$ cat config.mk
export PLATFORM = sky130hd
export DESIGN_NAME = tl_cntr_timed
export DESIGN_NICKNAME = d
export VERILOG_FILES = /design/src/rtl/tl_cntr_timed.sv
export SDC_FILE = /design/constraint.sdc
export NUM_CORES = 1
export LEC_CHECK = 0
export ABC_AREA = 0
export BUFFER_PORTS_ARGS = -buffer_cell sky130_fd_sc_hd__clkbuf_2
export CAP_MARGIN = 5
export CORE_MARGIN = 3
export CORE_UTILIZATION = 30
export CTS_BUF_LIST = sky130_fd_sc_hd__clkbuf_8
export DETAILED_ROUTE_END_ITERATION = 8
export PLACE_DENSITY = 0.56
export SLEW_MARGIN = 0
export SYNTH_ARGS = -nofsm -noshare
export SYNTH_HDL_FRONTEND = slang
export SYNTH_SLANG_ARGS = --single-unit
$ cat constraint.sdc
create_clock -name clk -period 3.05 [get_ports clk]
set_input_delay 0.305 -clock clk [delete_from_list [all_inputs] [get_ports clk]]
set_output_delay 0.305 -clock clk [all_outputs]
set_load 0.02 [all_outputs]
$ cat src/rtl/tl_cntr_timed.sv
// Timed two-road traffic-light controller: Moore FSM with per-state cycle timer,
// min/max green, yellow and all-red clearance. Define TL_PED_EN to add the pedestrian walk phase.
module tl_cntr_timed #(
   parameter int CNT_W      = 8,
   parameter int GREEN_MIN  = 4,
   parameter int GREEN_MAX  = 10,
   parameter int YELLOW_CYC = 2,
   parameter int ALLRED_CYC = 1,
   parameter int WALK_CYC   = 3
) (
   input  logic       clk,
   input  logic       reset,
   input  logic       Ta,
   input  logic       Tb,
`ifdef TL_PED_EN
   input  logic       ped_req,
   output logic       walk,
`endif
   output logic [1:0] La,
   output logic [1:0] Lb,
   output logic [2:0] state
);

   typedef enum logic [2:0] {
      A_GRN  = 3'd0,
      A_YEL  = 3'd1,
      AB_RED = 3'd2,
      B_GRN  = 3'd3,
      B_YEL  = 3'd4,
      BA_RED = 3'd5,
      PED    = 3'd6
   } state_t;

   localparam logic [1:0] GREEN  = 2'b00;
   localparam logic [1:0] YELLOW = 2'b01;
   localparam logic [1:0] RED    = 2'b10;

   // Thresholds are "cycles already completed", hence the -1.
   localparam logic [CNT_W-1:0] GMIN_T = CNT_W'(GREEN_MIN - 1);
   localparam logic [CNT_W-1:0] GMAX_T = CNT_W'(GREEN_MAX - 1);
   localparam logic [CNT_W-1:0] YEL_T  = CNT_W'(YELLOW_CYC - 1);
   localparam logic [CNT_W-1:0] AR_T   = CNT_W'(ALLRED_CYC - 1);
   localparam logic [CNT_W-1:0] WALK_T = CNT_W'(WALK_CYC - 1);

   if (GREEN_MIN < 1 || GREEN_MAX <= GREEN_MIN || YELLOW_CYC < 1 || ALLRED_CYC < 1 ||
       WALK_CYC < 1 || GREEN_MAX > (2**CNT_W - 1) || YELLOW_CYC > (2**CNT_W - 1) ||
       ALLRED_CYC > (2**CNT_W - 1) || WALK_CYC > (2**CNT_W - 1)) begin : g_param_check
      $error("tl_cntr_timed: duration parameters out of range");
   end

   state_t           cur_state;
   state_t           nxt_state;
   logic [CNT_W-1:0] timer;
   logic             ped_pend;

   always_comb begin
      nxt_state = cur_state;
      case (cur_state)
         A_GRN: begin
            if ((timer >= GMIN_T && !Ta) || (timer >= GMAX_T && Tb))
               nxt_state = A_YEL;
         end
         A_YEL: begin
            if (timer == YEL_T)
               nxt_state = AB_RED;
         end
         AB_RED: begin
            if (timer == AR_T)
               nxt_state = B_GRN;
         end
         B_GRN: begin
            if ((timer >= GMIN_T && !Tb) || (timer >= GMAX_T && Ta))
               nxt_state = B_YEL;
         end
         B_YEL: begin
            if (timer == YEL_T)
               nxt_state = BA_RED;
         end
         BA_RED: begin
            if (timer == AR_T)
               nxt_state = ped_pend ? PED : A_GRN;
         end
`ifdef TL_PED_EN
         PED: begin
            if (timer == WALK_T)
               nxt_state = A_GRN;
         end
`endif
         // Unused encodings fall back to A_GRN; the state change also clears the timer.
         default: nxt_state = A_GRN;
      endcase
   end

   always_ff @(posedge clk) begin
      if (reset) begin
         cur_state <= A_GRN;
         timer     <= '0;
      end else begin
         cur_state <= nxt_state;
         if (nxt_state != cur_state)
            timer <= '0;
         else if (timer != {CNT_W{1'b1}})
            timer <= timer + 1'b1;
      end
   end

`ifdef TL_PED_EN
   // A request sampled on the very edge that enters PED is kept for the next walk.
   always_ff @(posedge clk) begin
      if (reset)
         ped_pend <= 1'b0;
      else if (nxt_state == PED && cur_state != PED)
         ped_pend <= ped_req;
      else if (ped_req)
         ped_pend <= 1'b1;
   end
`else
   assign ped_pend = 1'b0;
`endif

   always_comb begin
      La = RED;
      Lb = RED;
      case (cur_state)
         A_GRN:   La = GREEN;
         A_YEL:   La = YELLOW;
         B_GRN:   Lb = GREEN;
         B_YEL:   Lb = YELLOW;
         default: ;
      endcase
   end

`ifdef TL_PED_EN
   assign walk = (cur_state == PED);
`endif

   assign state = cur_state;

endmodule

# [After elaboration in Yosys (flattened, before gate mapping)]
# Cells that the tools add are included.
[classes] reduce_logical=11 order_cmp=2 addsub=1 eq_ne=8 n_mux=9
[ops] op="$mux 3" n=6
[ops] op="$pmux 3 s6" n=1
[ops] op="$add 8x1->8 const B" n=1
[ops] op="$eq 8x1->1 const B" n=1
[ops] op="$ge 8x2->1 const B" n=1
[ops] op="$ge 8x4->1 const B" n=1
[ops] op="$logic_not 8->1" n=1
[ops] op="$ne 8x8->1 const B" n=1
[ops] op="$pmux 2 s2" n=2
[ops] op="$eq 3x2->1 const B" n=2
[ops] op="$eq 3x3->1 const B" n=2
[ops] op="$logic_and 1x1->1" n=4
[ops] op="$eq 3x1->1 const B" n=1
[ops] op="$logic_not 3->1" n=1
[ops] op="$ne 3x3->1" n=1
[ops] op="$logic_not 1->1" n=2
[ops] op="$logic_or 1x1->1" n=2
[ops] op="$reduce_or 2->1" n=1
[word_totals] out_inout_bits=7 word_cells=33 inputBits=4 reg_bits=11

# [Longest topological paths before layout]
[depth] ltp_word=7 ltp_mapped=7 ltp_nobuf=7

# [Least setup slack after synthesis]
# No wires, ideal clock.
[synth_timing] path_type="register to register" from="register timer[1]" to="register timer[0]" stages_incl_launch_ff=8 arrival_time_ns=1.747 n_path_buf=0 path_slack_ns=1.238 setup_ns=0.065 synth_period_minus_slack_ns=1.812 required_time_ns=2.985 path_cell_list="dfxtp_1 inv_1 ha_1 nor3b_1 o22ai_1 o311ai_0 nand3_2 nor2_1"
[synth_between] elab_chain_cells=7 elab_cells_between_ends=20 classes_between="order compare (2); eq/ne (3); mux (7); reduce/logical (8)"
[synth_lines] element="start, declared" line_no="53" text="logic [CNT_W-1:0] timer;"
[synth_lines] element="start signal, assigned" line_no="103" text="timer <= timer + 1'b1;"
[synth_lines] element="$ge 8x2->1 / $ge 8x4->1 (equally long branches)" line_no="60, 72"
[synth_lines] element="$logic_and 1x1->1, on equally long branches" line_no="72, 60"
[synth_lines] element="$logic_or 1x1->1, on equally long branches" line_no="72, 60"
[synth_lines] element="$mux 3, on equally long branches" line_no="72, 60"
[synth_lines] element="$pmux 3 s6" line_no="58" text="case (cur_state)"
[synth_lines] element="$ne 3x3->1" line_no="100" text="if (nxt_state != cur_state)"
[synth_lines] element="$reduce_or 2->1 (no line)"
# Parallel ways exist; a longest one is shown, timed or not.
# A chain may end at the register's enable or synchronous reset.

# [Worst setup path after layout]
[layout_timing] from="register timer[1]" to="register timer[1]"
# The elaborated chain is that of the path after synthesis.

==> flow_metrics.env <==
export IMPL_status="completed"
export IMPL_finalHoldViolCount=0
export IMPL_start_util=0.330
export IMPL_vias_per_cell=5.79
export IMPL_hold_depth=2
export IMPL_htree_num_levels=1
export IMPL_clk_latency_ns=0.24
export IMPL_initialDrtViolationCount=58
export IMPL_vias=863
export IMPL_coreArea_um2=2610
export IMPL_synth_edf_count=0
export IMPL_power_leakage_nw=0.389
export IMPL_seq_area_um2=220
export IMPL_synth_cell_types=44
export IMPL_grt_start_max_net_pins=16
export IMPL_worstPathCellList="inv_1, ha_1, nor3b_1, o22ai_1, o311ai_0, nand3_2, nor2_1"
export IMPL_crit_path_top_delay_cell="o311ai_0"
export IMPL_crit_arrival_ns=2.26
export IMPL_routedWlPerCell_um=14.0
export IMPL_vdd_drop_max_mv=0.299
export IMPL_cp_slowest_stage_delay_ns=0.43
export IMPL_post_route_drc_count=0
export IMPL_cp_required_ns=3.22
export IMPL_power_density_nw_per_um2=607
export IMPL_drt_wl_total_um=2080
export IMPL_fin_crit_sh=0.685
export IMPL_rsz0062_at_grt="false"
export IMPL_postCtsHoldBufs=0
export IMPL_cts_made_buffers=3
export IMPL_die_h_um=59.6
export IMPL_synthTopCellsByCount="15 x nor2_1, 11 x dfxtp_1, 8 x nand2_1"
export IMPL_reg2regPathDepth=7
export IMPL_netlist_area_um2=862
export IMPL_post_cts_buffers=0
export IMPL_finalSetupViolations=0
export IMPL_synth_top_cell_by_area="dfxtp_1"
export IMPL_min_path_type="input port to flop"
export IMPL_critPathTopFamily="simple AND/OR/NAND/NOR gates"
export IMPL_synth_top_area_share=0.255
export IMPL_slew_viol_final=0
export IMPL_nNetsFinal=127
export IMPL_grt_pass1_wl_um=3720
export IMPL_reg2reg_from="timer[1]$_SDFFE_PP0P_"
export IMPL_synth_main_ff_cell="dfxtp_1"
export IMPL_num_antenna_cells=0
export IMPL_clockBufferDepth=2
export IMPL_dpl_hpwl_um=1570
export IMPL_crit_fanout=7
export IMPL_syn_to_final_growth_pct=12.6
export IMPL_clock_sinks=11
export IMPL_finalCoreUtilization=0.372
export IMPL_reg2reg_slack_ns=0.96
export IMPL_finalPower_w=0.000589
export IMPL_rows=18
export IMPL_tns_ns=0
export IMPL_async_flop_share=0
export IMPL_hp_start="reset"
export IMPL_max_cap_violations=0
export IMPL_drive_above_1_share=0.202
export IMPL_startpoint_type="flop"
export IMPL_cts_root_buf="clkbuf_8"
export IMPL_path_class="flop to flop"
export IMPL_hold_slack_ns=0.315
export IMPL_num_fill_cells=287
export IMPL_syn_inst=111
export IMPL_portBuffers=10
export IMPL_avgSynthCellArea_um2=7.77
export IMPL_endpoint_kind="flop"
export IMPL_yosys_warnings=0
export IMPL_tightest_slew_ns=0.539
export IMPL_yosysSeqAreaShare=0.255
export IMPL_ys_seq_elements=11
export IMPL_synth_area_leaders="dfxtp_1 26%, nor2_1 6.5%, ha_1 4.4%"
export IMPL_first_global_vias=864
export IMPL_cp_depth=7
export IMPL_firstDrtPassIters=4
export IMPL_grt_overflow=0
export IMPL_clock_skew_ns=0.000361
export IMPL_clk_pin_slew_ns=0.05
export IMPL_synth_most_common_cell="nor2_1"
export IMPL_r2r_end="timer[1]$_SDFFE_PP0P_"
export IMPL_slew_headroom=0.637
export IMPL_track_usage=0.135
export IMPL_die_area_um2=3550
export IMPL_min_delay_worst_endpoint="state[2]$_SDFF_PP0_"
export IMPL_placed_area_um2=926
export IMPL_synth_nets=118
export IMPL_post_cts_resized=0
export IMPL_io_pins=11
export IMPL_multi_input_area_um2=592
export IMPL_globalplace_congestion=0.844
export IMPL_final_area_um2=971
export IMPL_antenna_found_initial=0
export IMPL_cts_tree="yes"
export IMPL_min_period_ns=2.09
export IMPL_cp_num_buf_inv=1
export IMPL_max_freq_mhz=479
export IMPL_ant_nets=0
export IMPL_die_w_um=59.6
[worst reg2reg max path, cell delays in order (launching register included)]
cell and delay [ns]:
dfxtp_1 0.41, inv_1 0.11, ha_1 0.24, nor3b_1 0.33, o22ai_1 0.19, o311ai_0 0.43
nand3_2 0.18, nor2_1 0.14
[layout make-up]
class | count | share of cell area
inverter | 7 | 0.0271
sequential | 11 | 0.227
tap | 30 | 0.0387
multi-input combinational | 87 | 0.610
clock inverter | 1 | 0.00387
timing repair buffer | 10 | 0.0515
clock buffer | 3 | 0.0425
[per-stage QoR]
| step | setup slack [ns] | cells |
|---|---|---|
| after floorplan | 1.24 | 111 |
| after global placement | 1.01 | 145 |
| after detailed placement | 0.968 | 145 |
| after CTS | 0.954 | 149 |
| after global routing | 0.718 | 149 |
| final | 0.962 | 149 |
[cells in the final DEF (no fill, tap or decap), drive strengths merged, types with 2 or more instances in the layout]
master  netlist  layout
a211oi        2       2
a21oi         6       6
a311oi        2       2
a31oi         4       4
a32oi         2       2
and3          2       2
and4          4       4
clkbuf        4      13
dfxtp        11      11
ha            3       3
inv           7       8
nand2         8       8
nand2b        3       3
nand3         3       3
nand3b        2       2
nand4         2       2
nor2         15      15
nor3          4       4
nor3b         2       2
o21ai         4       4
o22ai         2       2
o41ai         2       2
[report_power, final]
group / switching [W] / internal, W / total (W)
combinational: 0.000131 / 0.0000930 / 0.000224
sequential: 0.0000562 / 0.000165 / 0.000221
clock: 0.0000555 / 0.0000884 / 0.000144
[cell families after synthesis]
family,after synthesis,synth area share
compound gates,32,0.290
fa+ha+maj,3,0.0435
buf+inv,13,0.0580
mux,1,0.0116
simple gates,50,0.331
xor+xnor,1,0.0102
flops,11,0.255
[worst max-delay path by stage]
stage                          startpoint                     to  slack (ns)
floorplan           timer[1]$_SDFFE_PP0P_  timer[0]$_SDFFE_PP0P_        1.24
global placement    timer[1]$_SDFFE_PP0P_  timer[1]$_SDFFE_PP0P_        1.01
detailed placement  timer[1]$_SDFFE_PP0P_  timer[1]$_SDFFE_PP0P_        0.97
CTS                 timer[1]$_SDFFE_PP0P_  timer[1]$_SDFFE_PP0P_        0.95
global route        timer[1]$_SDFFE_PP0P_  timer[1]$_SDFFE_PP0P_        0.72
finish              timer[1]$_SDFFE_PP0P_  timer[1]$_SDFFE_PP0P_        0.96
[metal layers]
layer  wire length (um)  up-vias  global-route usage
li1                   -      436                   -
met1               1020      407               0.168
met2                939       18               0.225
met3                109        2              0.0436
met4                 17        0              0.0348
met5                  0        -                   0
[flip-flops by register name, summed over array words and instances (netlist names)]
register	cells
state	3
timer	8
Power figures use the tool's default switching activity.
